===== src/rtl/mips_pkg.sv =====
// Shared types and constants for the MIPS instruction fetch unit.
package mips_pkg;

    typedef enum logic [1:0] {
        ST_FETCH = 2'b00,
        ST_VALID = 2'b01,
        ST_FAULT = 2'b10
    } fetch_state_t;

    typedef enum logic [1:0] {
        CAUSE_NONE     = 2'b00,
        CAUSE_MISALIGN = 2'b01,
        CAUSE_TIMEOUT  = 2'b10
    } fault_cause_t;

    localparam logic [31:0] DEFAULT_RESET_PC = 32'h0000_0000;
    localparam logic [31:0] INSTR_BYTES      = 32'd4;

    function automatic logic is_word_aligned(input logic [1:0] low_bits);
        return low_bits == 2'b00;
    endfunction

endpackage


===== src/rtl/fetch_buffer.sv =====
// One-entry prefetch buffer: holds a single instruction word tagged with its address.
module fetch_buffer (
    input  logic        clk,
    input  logic        i_srst,
    input  logic        i_flush,
    input  logic        i_wr_en,
    input  logic [31:0] i_wr_tag,
    input  logic [31:0] i_wr_data,
    output logic        o_valid,
    output logic [31:0] o_tag,
    output logic [31:0] o_data
);

    logic        r_valid;
    logic [31:0] r_tag;
    logic [31:0] r_data;

    // Flush wins over a write so a consumed or discarded entry never reappears.
    always_ff @(posedge clk) begin
        if (i_srst) begin
            r_valid <= 1'b0;
            r_tag   <= '0;
            r_data  <= '0;
        end else if (i_flush) begin
            r_valid <= 1'b0;
        end else if (i_wr_en) begin
            r_valid <= 1'b1;
            r_tag   <= i_wr_tag;
            r_data  <= i_wr_data;
        end
    end

    assign o_valid = r_valid;
    assign o_tag   = r_tag;
    assign o_data  = r_data;

endmodule


===== src/rtl/mips_fetch_unit.sv =====
// Instruction fetch unit: FETCH/VALID/FAULT sequencer with ack timeout and alignment checks.
// Optional one-entry next-line prefetch is enabled with the FETCH_PREFETCH_EN macro.
module mips_fetch_unit
    import mips_pkg::*;
#(
    parameter logic [31:0] RESET_PC    = DEFAULT_RESET_PC,
    parameter int unsigned ACK_TIMEOUT = 255
) (
    input  logic        clk,
    input  logic        reset,
    input  logic [31:0] pc_new,
    input  logic        pc_load,
    output logic [31:0] curr_pc,
    output logic [31:0] instr,
    output logic        instr_valid,
    output logic        imem_req,
    output logic [31:0] imem_addr,
    input  logic        imem_ack,
    input  logic [31:0] imem_rdata,
    output logic        fault,
    output logic [1:0]  fault_cause
);

    localparam logic [7:0] TIMEOUT_CNT = 8'(ACK_TIMEOUT);

    fetch_state_t r_state;
    fault_cause_t r_cause;
    logic [31:0]  r_curr_pc;
    logic [31:0]  r_instr;
    logic [7:0]   r_ack_cnt;

    logic         w_req;
    logic         w_timeout;
    logic [7:0]   w_cnt_inc;
    logic         w_demand_ack;
    logic         w_fast_hit;
    logic [31:0]  w_fast_data;

    assign w_cnt_inc = (r_ack_cnt == 8'hFF) ? 8'hFF : r_ack_cnt + 8'd1;
    assign w_timeout = w_cnt_inc >= TIMEOUT_CNT;

`ifdef FETCH_PREFETCH_EN
    logic [31:0] r_req_addr;
    logic        w_buf_valid;
    logic [31:0] w_buf_tag;
    logic [31:0] w_buf_data;
    logic        w_buf_hit;
    logic        w_pf_ack_hit;
    logic        w_buf_wr;
    logic        w_buf_flush;
    logic        w_pf_pending;

    // r_req_addr drives the bus in both states; in VALID it holds curr_pc+4.
    assign w_req        = !reset && ((r_state == ST_FETCH) ||
                                     ((r_state == ST_VALID) && !w_buf_valid));
    assign imem_addr    = r_req_addr;
    assign w_demand_ack = (r_req_addr == r_curr_pc);
    assign w_buf_hit    = w_buf_valid && (w_buf_tag == pc_new);
    assign w_pf_ack_hit = (r_state == ST_VALID) && w_req && imem_ack && (r_req_addr == pc_new);
    assign w_fast_hit   = w_buf_hit || w_pf_ack_hit;
    assign w_fast_data  = w_buf_hit ? w_buf_data : imem_rdata;
    assign w_buf_wr     = (r_state == ST_VALID) && w_req && imem_ack && !pc_load;
    assign w_buf_flush  = (r_state == ST_VALID) && pc_load;
    assign w_pf_pending = (r_state == ST_VALID) && w_req && !imem_ack;

    fetch_buffer u_fetch_buffer (
        .clk       (clk),
        .i_srst    (reset),
        .i_flush   (w_buf_flush),
        .i_wr_en   (w_buf_wr),
        .i_wr_tag  (r_req_addr),
        .i_wr_data (imem_rdata),
        .o_valid   (w_buf_valid),
        .o_tag     (w_buf_tag),
        .o_data    (w_buf_data)
    );

    // An unacked prefetch keeps its address on the bus until it drains in FETCH.
    always_ff @(posedge clk) begin
        if (reset) begin
            r_req_addr <= RESET_PC;
        end else if ((r_state == ST_FETCH) && imem_ack) begin
            r_req_addr <= w_demand_ack ? r_curr_pc + INSTR_BYTES : r_curr_pc;
        end else if ((r_state == ST_VALID) && pc_load && is_word_aligned(pc_new[1:0])) begin
            if (w_fast_hit) begin
                r_req_addr <= pc_new + INSTR_BYTES;
            end else if (!w_pf_pending) begin
                r_req_addr <= pc_new;
            end
        end
    end
`else
    assign w_req        = !reset && (r_state == ST_FETCH);
    assign imem_addr    = r_curr_pc;
    assign w_demand_ack = 1'b1;
    assign w_fast_hit   = 1'b0;
    assign w_fast_data  = '0;
`endif

    always_ff @(posedge clk) begin
        if (reset) begin
            r_state   <= ST_FETCH;
            r_cause   <= CAUSE_NONE;
            r_curr_pc <= RESET_PC;
            r_instr   <= '0;
            r_ack_cnt <= '0;
        end else begin
            unique case (r_state)
                ST_FETCH: begin
                    if (imem_ack) begin
                        r_ack_cnt <= '0;
                        if (w_demand_ack) begin
                            r_instr <= imem_rdata;
                            r_state <= ST_VALID;
                        end
                    end else if (w_timeout) begin
                        r_state <= ST_FAULT;
                        r_cause <= CAUSE_TIMEOUT;
                    end else begin
                        r_ack_cnt <= w_cnt_inc;
                    end
                end
                ST_VALID: begin
                    if (pc_load) begin
                        if (!is_word_aligned(pc_new[1:0])) begin
                            r_state <= ST_FAULT;
                            r_cause <= CAUSE_MISALIGN;
                        end else begin
                            r_curr_pc <= pc_new;
                            r_ack_cnt <= '0;
                            if (w_fast_hit) begin
                                r_instr <= w_fast_data;
                            end else begin
                                r_state <= ST_FETCH;
                            end
                        end
                    end else if (w_req) begin
                        // Prefetch traffic in VALID obeys the same timeout.
                        if (imem_ack) begin
                            r_ack_cnt <= '0;
                        end else if (w_timeout) begin
                            r_state <= ST_FAULT;
                            r_cause <= CAUSE_TIMEOUT;
                        end else begin
                            r_ack_cnt <= w_cnt_inc;
                        end
                    end
                end
                default: begin
                    r_state <= ST_FAULT;
                end
            endcase
        end
    end

    assign curr_pc     = r_curr_pc;
    assign instr       = r_instr;
    assign instr_valid = (r_state == ST_VALID);
    assign imem_req    = w_req;
    assign fault       = (r_state == ST_FAULT);
    assign fault_cause = r_cause;

endmodule


===== config.mk =====
export PLATFORM = sky130hd
export DESIGN_NAME = mips_fetch_unit
export DESIGN_NICKNAME = d
export VERILOG_FILES = /design/src/rtl/mips_pkg.sv /design/src/rtl/fetch_buffer.sv /design/src/rtl/mips_fetch_unit.sv
export SDC_FILE = /design/constraint.sdc
export NUM_CORES = 1
export LEC_CHECK = 0
export CORE_MARGIN = 2
export CORE_UTILIZATION = 43
export CTS_CLUSTER_SIZE = 24
export DETAILED_ROUTE_END_ITERATION = 8
export PLACE_DENSITY = 0.91
export SYNTH_ARGS = -nofsm -noshare
export SYNTH_HDL_FRONTEND = slang
export SYNTH_SLANG_ARGS = --single-unit

===== constraint.sdc =====
create_clock -name clk -period 4.65 [get_ports clk]
set_clock_uncertainty 0.1 [all_clocks]
set_input_delay 0.93 -clock clk [delete_from_list [all_inputs] [get_ports clk]]
set_output_delay 0.93 -clock clk [all_outputs]
set_load 0.005 [all_outputs]

**Word-level counts from Yosys, hierarchy flattened**

Cells that the tools add are included.

- Register bits after elaboration: 76
- Input port bits: 68
- Output and inout bits: 101
- Logic and storage cells: 44

- $add $sub $neg: 1
- Order comparisons: 1
- Eq/ne operators: 7
- Multiplexer cells: 20
- Reductions and logical operators: 10

Operators by type and width:

| operator | number |
|---|---|
| $mux W8 | 6 |
| $mux W2 | 11 |
| $pmux W8 S2 | 1 |
| $reduce_and A3 Y1 | 3 |
| $add A8 B1 Y8 const B | 1 |
| $eq A8 B8 Y1 const B | 1 |
| $ge A8 B8 Y1 const B | 1 |
| $pmux W2 S2 | 2 |
| $ne A3 B2 Y1 const B | 2 |
| $ne A3 B3 Y1 const B | 2 |
| $logic_not A2 Y1 | 2 |
| $reduce_and A2 Y1 | 2 |
| $eq A2 B1 Y1 const B | 1 |
| $eq A2 B2 Y1 const B | 1 |
| $reduce_bool A2 Y1 | 1 |
| $logic_and A1 B1 Y1 | 1 |
| $logic_not A1 Y1 | 1 |

**Logic depth before layout (Yosys ltp)**

Gate-level depths: netlist of run 1.

- Depth after elaboration: 8
- Mapped depth: 7
- Depth with buffers taken out: 5

**Worst setup path after synthesis of run 1**

OpenSTA, ideal clock, no wires.

- Path kind: input port to output port
- Start point: input port reset
- End point: output port imem_req
- Arrival time: 1.571 ns
- Data required time: 3.620 ns
- Slack: 2.049 ns
- Stages: 3
- Buffers on the path: 2
- Path through: clkbuf_1 > clkbuf_1 > nor3_1

- Word-level cells in the longest chain between the ends: 2

RTL lines:

| element | line | source |
|---|---|---|
| start, declared | mips_fetch_unit.sv:10 | `input logic reset,` |
| $logic_not A1 Y1 | mips_fetch_unit.sv:93 | `assign w_req = !reset && (r_state == ST_FETCH);` |
| $logic_and A1 B1 Y1 | mips_fetch_unit.sv:93 |  |
| end, declared | mips_fetch_unit.sv:16 | `output logic imem_req,` |

Every way passes these cells.

**Worst setup path after layout of run 1**

Ends and elaborated chain as after synthesis.

==> run_results.csv, run 1 <==
group,metric,value,unit
outcome,run_status,"complete, no violations",
yosys,muxShareOfSynthArea,0,%
detailed_routing,route.vias.total,3309,
critical_path,path_buf_inv,2,
floorplanning,coreArea,0.00729,mm²
place,gp_congestion,0.817,
floorplanning,start_util,44.6,%
job,maxCapViolCount,0,
timing,fin_tns_setup,0,ns
critical_path,end_kind,"primary output",
detailed_routing,first_iter_violations,170,
floorplanning,die_w,91.0,µm
clock_network,ctsHoldBuffers,0,
critical_path,worstReg2RegStart,"r_state[0]",
critical_path,worstPathRequired,3.62,ns
clock_network,insertion_delay,0.34,ns
yosys,ys_seq_elements,76,
final_layout,multi_input_area,0.00136,mm²
critical_path,crit_path_top_delay_cell,"clkdlybuf4s50_1",
global_routing,grt_max_degree,75,
timing,fin_crit_sh,61.3,%
critical_path,path_cells,"buf_2 -> nor3_1 -> clkdlybuf4s50_1",
final_layout,instances_no_fill,641,
clock_network,cts.sink_count,76,
detailed_routing,routedWlPerCell,15.5,µm
timing,relSlewSlack,22.1,%
yosys,synthCells,416,
yosys,synthAdderAreaFrac,0.384,%
floorplanning,rows,31,
floorplanning,die_height,91.0,µm
timing,fin_crit,2.85,ns
yosys,syn-cell-area,0.00326,mm²
yosys,yosysTopAreaCellShare,46.7,%
timing,max_freq,351,MHz
global_routing,antenna_found_initial,0,
yosys,synthTopCellsByArea,"dfxtp_1 (47%), nand2_1 (15%), a21oi_1 (11%), buf_4 (7.4%), clkbuf_1 (2.4%)",
critical_path,start_kind,"input pin",
power_and_ir_drop,p_per_area,284,mW/mm²
global_routing,grt_pass1_vias,3210,
global_routing,overflow,0,
clock_network,clock_path_buffers,2,
detailed_routing,vias_per_cell,5.16,
final_layout,diodes,0,
timing,worst_slew_pin_slew,1.17,ns
critical_path,max_stage_delay,0.57,ns
yosys,seq_area_frac_synth,46.7,%
worst_hold_path,hp-class,"reg2reg",
yosys,yosys_warnings,0,
global_routing,track_usage,23.9,%
critical_path,path_max_fanout,2,
final_layout,fillerInstances,558,
yosys,yosys.area_share.simple,22.6,%
yosys,syn_area_per_cell,7.83,µm²
place,dp_cells,626,
final_layout,nets,607,
critical_path,critPathLaunch,"reset",
final_layout,areaGrowthSynthToFinish,50.7,%
critical_path,worstPathArrival,1.82,ns
detailed_routing,ant_nets,0,
yosys,synth-compound-area-share,18.8,%
place,dp_hpwl,7290,µm
timing,setup_violations,0,
timing,timing.hold.ws,0.358,ns
yosys,synth_top_family_by_area,"simple AND/OR/NAND/NOR gates",
timing,slew_viol_final,0,
final_layout,layout-drive-gt1-share,4.61,%
yosys,synth_edf_count,0,
detailed_routing,routed_wl,9920,µm
clock_network,cts_tree,"yes",
worst_hold_path,hp-start,"instr[17]",
yosys,async_flop_share,0,%
clock_network,cts.reportedPaths.clkPinSlew,0.08,ns
yosys,synthXorXnorAreaFrac,0,%
clock_network,post_cts_buffers,0,
yosys,synth_cell_types,34,
floorplanning,num_io_pins,169,
final_layout,seqCellArea,0.00152,mm²
detailed_routing,firstDrtPassIters,4,
place,portBuffers,168,
critical_path,worstSetupPathType,"in2out",
clock_network,h-tree-depth,3,
timing,grt_setup_unrepaired,"no",
clock_network,root_buffer,"clkbuf_8",
global_routing,grt_pass1_wl,15800,µm
power_and_ir_drop,p_leak,1.70,nW
power_and_ir_drop,ir_drop,0.172,mV
clock_network,cts_resized,0,
timing,hold_viol,0,
yosys,synth_area_leader_cell,"dfxtp_1",
yosys,syn_nets,485,
clock_network,cts_made_buffers,9,
yosys,synth_flop_cell,"dfxtp_1",
floorplanning,die-area,0.00828,mm²
critical_path,crit_family,"buffers and inverters",
detailed_routing,route.detailed.drc,0,
==> report_power, final <==
part	leakage (nW)	switching [mW]	total [mW]	internal [mW]
registers	0.618	0.0192	0.695	0.676
clock network	0.0915	0.243	0.487	0.245
logic	0.993	0.0880	0.210	0.122
total	1.70	0.350	1.39	1.04
==> kinds of logic (layout without fill, tap and decap cells) <==
logic type | Yosys count | count (layout)
flip-flops | 76 | 76
adder cells (fa/ha/maj) | 1 | 1
AO/OA/AOI/OAI | 102 | 102
AND/OR/NAND/NOR | 171 | 171
buffers and inverters | 66 | 192
==> final timing paths <==
path / endpoint / slack [ns] / cells past startpoint
min reg2reg: instr[17] / 0.36 / 2
max: imem_req / 1.80 / 3
min: instr[17] / 0.36 / 2
max reg2reg: curr_pc[25] / 2.37 / 4
==> state kept, by name (all words and copies together) (netlist names) <==
signal	cells
r_state	2
instr	32
r_ack_cnt	8
curr_pc	32
fault_cause	2
==> synthesized netlist by cell type, drive strengths merged, types with 2 or more instances <==
cell	count
inv	8
o211ai	5
o32ai	3
nor2	8
and2	3
dfxtp	76
and3	4
nor2b	3
nor3	4
nand4	2
o21ai	8
nand3	4
a211oi	4
a221oi	2
nand2b	2
and4	3
and4b	2
buf	37
nand2	133
clkbuf	21
a21oi	74
==> tightest hold or removal path, cell delays in order (launching register included) <==
cell,delay [ns]
dfxtp_1,0.32
nand2_1,0.05
a21oi_1,0.05
==> stage by stage <==
stage          total power, mW  setup WS [ns]  util (%)  area, µm²
3_5_place_dp             0.919           1.54      64.7       4720
5_1_grt                   1.45           1.73      67.3       4910
3_3_place_gp             0.913           1.74      64.7       4720
6_report                  1.39           1.80      67.3       4910
2_1_floorplan            0.793           2.05         -       3260
4_1_cts                   1.40           1.78      67.3       4910
==> layer usage <==
| layer | vias up | routed length, µm | global-route usage, % |
|---|---|---|---|
| met3 | 27 | 738 | 5.89 |
| met4 | 0 | 343 | 11.4 |
| met2 | 163 | 5060 | 43.1 |
| li1 | 1596 | - | - |
| met1 | 1523 | 3780 | 26.1 |
| met5 | - | 0 | 0 |
==> area by class of cell <==
class                      instances  share of cell area [%]
clock buffer                       9                    2.52
clock inverter                     6                    1.30
inverter                           8                   0.612
multi-input combinational        274                    27.7
sequential                        76                    31.0
tap                               99                    2.52
timing repair buffer             169                    34.3
==> cells in the final DEF (no fill, tap or decap), types with 3 or more instances in the layout <==
master / instances
and2_1: 3
and3_1: 4
inv_1: 8
o211ai_1: 5
nor2b_1: 3
and4_1: 3
a211oi_1: 4
nor3_1: 4
clkbuf_8: 9
nand2_1: 133
a21oi_1: 74
nand3_1: 3
nor2_1: 8
clkdlybuf4s50_1: 167
dfxtp_1: 76
o21ai_0: 8
(Power assumes the default switching activity.)
==> run 2, diff against run 1 <==
- CORE_UTILIZATION: 43 -> 36
- PLACE_DENSITY: 0.91 -> 0.82
- clock period: 4.65 -> 2.6 ns (I/O delays scaled with it)
==> run 2 against run 1 <==
Effect of this change: clock-buffer cell count rose by 2; largest cell class unchanged; critical endpoint is now instr_valid; worst hold slack better by 0.00055 ns; utilization is 11 points lower.
==> run_results.csv, run 2 (synthesis results as in run 1) <==
group,metric,value,unit
final_layout,final_common_cell,"clkdlybuf4s50_1",
clock_network,ctsHoldBuffers,0,
detailed_routing,ant_nets,0,
timing,fin_crit_sh,93.5,%
detailed_routing,firstDrtPassIters,4,
clock_network,cts.reportedPaths.clkPinSlew,0.08,ns
worst_hold_path,whs_path_depth,2,
clock_network,root_buffer,"clkbuf_8",
floorplanning,coreArea,0.00876,mm²
global_routing,grt_pass1_wl,14400,µm
critical_path,end_kind,"primary output",
outcome,run_status,"complete, no violations",
power_and_ir_drop,power.total,2.53,mW
power_and_ir_drop,p_leak,1.73,nW
power_and_ir_drop,p_per_area,509,mW/mm²
timing,worst_slew_pin_slew,0.787,ns
detailed_routing,route.vias.total,3223,
power_and_ir_drop,ir_drop,0.237,mV
critical_path,path_buf_inv,1,
clock_network,clock_path_buffers,2,
timing,fin_crit,2.43,ns
floorplanning,start_util,37.2,%
final_layout,nets,611,
critical_path,worstSetupPathType,"reg2out",
critical_path,start_kind,"flip-flop",
detailed_routing,routedWlPerCell,14.1,µm
job,maxCapViolCount,0,
clock_network,cts_made_buffers,9,
floorplanning,num_io_pins,169,
critical_path,rr_worst_depth,5,
place,gp_congestion,0.900,
floorplanning,die_w,99.1,µm
critical_path,worstPathArrival,1.81,ns
clock_network,cts_resized,0,
clock_network,post_cts_buffers,0,
critical_path,crit_family,"flip-flops",
place,portBuffers,168,
final_layout,diodes,0,
final_layout,layout-drive-gt1-share,5.30,%
floorplanning,rows,34,
timing,grt_setup_unrepaired,"no",
floorplanning,die_height,99.1,µm
critical_path,crit_cells,2,
clock_network,insertion_delay,0.34,ns
final_layout,final_cell_mix,"clkdlybuf4s50_1 (167), nand2_1 (133), dfxtp_1 (76), a21oi_1 (74), clkbuf_8 (10)",
timing,max_freq,411,MHz
place,dp_hpwl,6740,µm
global_routing,grt_pass1_vias,2991,
detailed_routing,route.detailed.drc,0,
global_routing,antenna_found_initial,0,
detailed_routing,first_iter_violations,97,
detailed_routing,routed_wl,9260,µm
floorplanning,die-area,0.00982,mm²
timing,fin_tns_setup,0,ns
critical_path,path_cells,"nor2b_1 -> clkdlybuf4s50_1",
final_layout,areaGrowthSynthToFinish,52.4,%
detailed_routing,vias_per_cell,4.92,
timing,relSlewSlack,47.6,%
timing,hold_viol,0,
clock_network,h-tree-depth,3,
clock_network,cts.sink_count,76,
global_routing,grt_max_degree,75,
critical_path,max_stage_delay,0.62,ns
critical_path,worstPathRequired,1.98,ns
global_routing,track_usage,18.2,%
timing,slew_viol_final,0,
critical_path,crit_path_top_delay_cell,"dfxtp_1",
timing,setup_violations,0,
clock_network,cts_tree,"yes",
critical_path,path_max_fanout,11,
worst_hold_path,hp-class,"reg2reg",
global_routing,overflow,0,
[run 2: final cells by class]
cell class | count | area, µm²
fillers | 797 | 3800
repair buffers | 173 | 1710
flip-flops and latches | 76 | 1520
multi-input cells | 274 | 1360
clock buffers | 11 | 141
well taps | 108 | 135
clock inverters | 5 | 58.8
inverters | 8 | 30.0
[run 2: worst min-delay path, cell delays in order, from the launching register on]
cell,delay [ns]
dfxtp_1,0.31
nand2_1,0.05
a21oi_1,0.05
[run 2: power by group]
part | switching (mW) | leakage [nW] | internal, mW
Sequential | 0.0356 | 0.618 | 1.21
Clock | 0.434 | 0.0959 | 0.472
Combinational | 0.153 | 1.01 | 0.222
Total | 0.622 | 1.73 | 1.90
[run 2: through the flow]
step | setup slack (ns) | instance area [µm²] | instances | util (%) | hold slack (ns)
3_3_place_gp | 0.243 | 4760 | 639 | 54.3 | 0.341
5_1_grt | 0.0767 | 4960 | 655 | 56.6 | 0.375
6_report | 0.168 | 4960 | 655 | 56.6 | 0.358
4_1_cts | 0.182 | 4960 | 655 | 56.6 | 0.361
3_5_place_dp | 0.208 | 4760 | 639 | 54.3 | 0.349
2_1_floorplan | 0.776 | 3260 | 416 | - | 0.346
[run 2: per-layer routing]
layer | part of all wire, % | up-vias | track usage [%]
li1 | - | 1606 | -
met1 | 40 | 1490 | 21.2
met2 | 52 | 121 | 32.9
met3 | 7.2 | 6 | 5.06
met4 | 0.70 | 0 | 4.64
met5 | 0 | - | 0
[run 2: final timing paths]
kind                start      endpoint  slack [ns]
min             instr[31]     instr[31]        0.36
max            r_state[0]   instr_valid        0.17
max reg2reg  r_ack_cnt[0]  r_ack_cnt[2]        0.49
min reg2reg     instr[31]     instr[31]        0.36
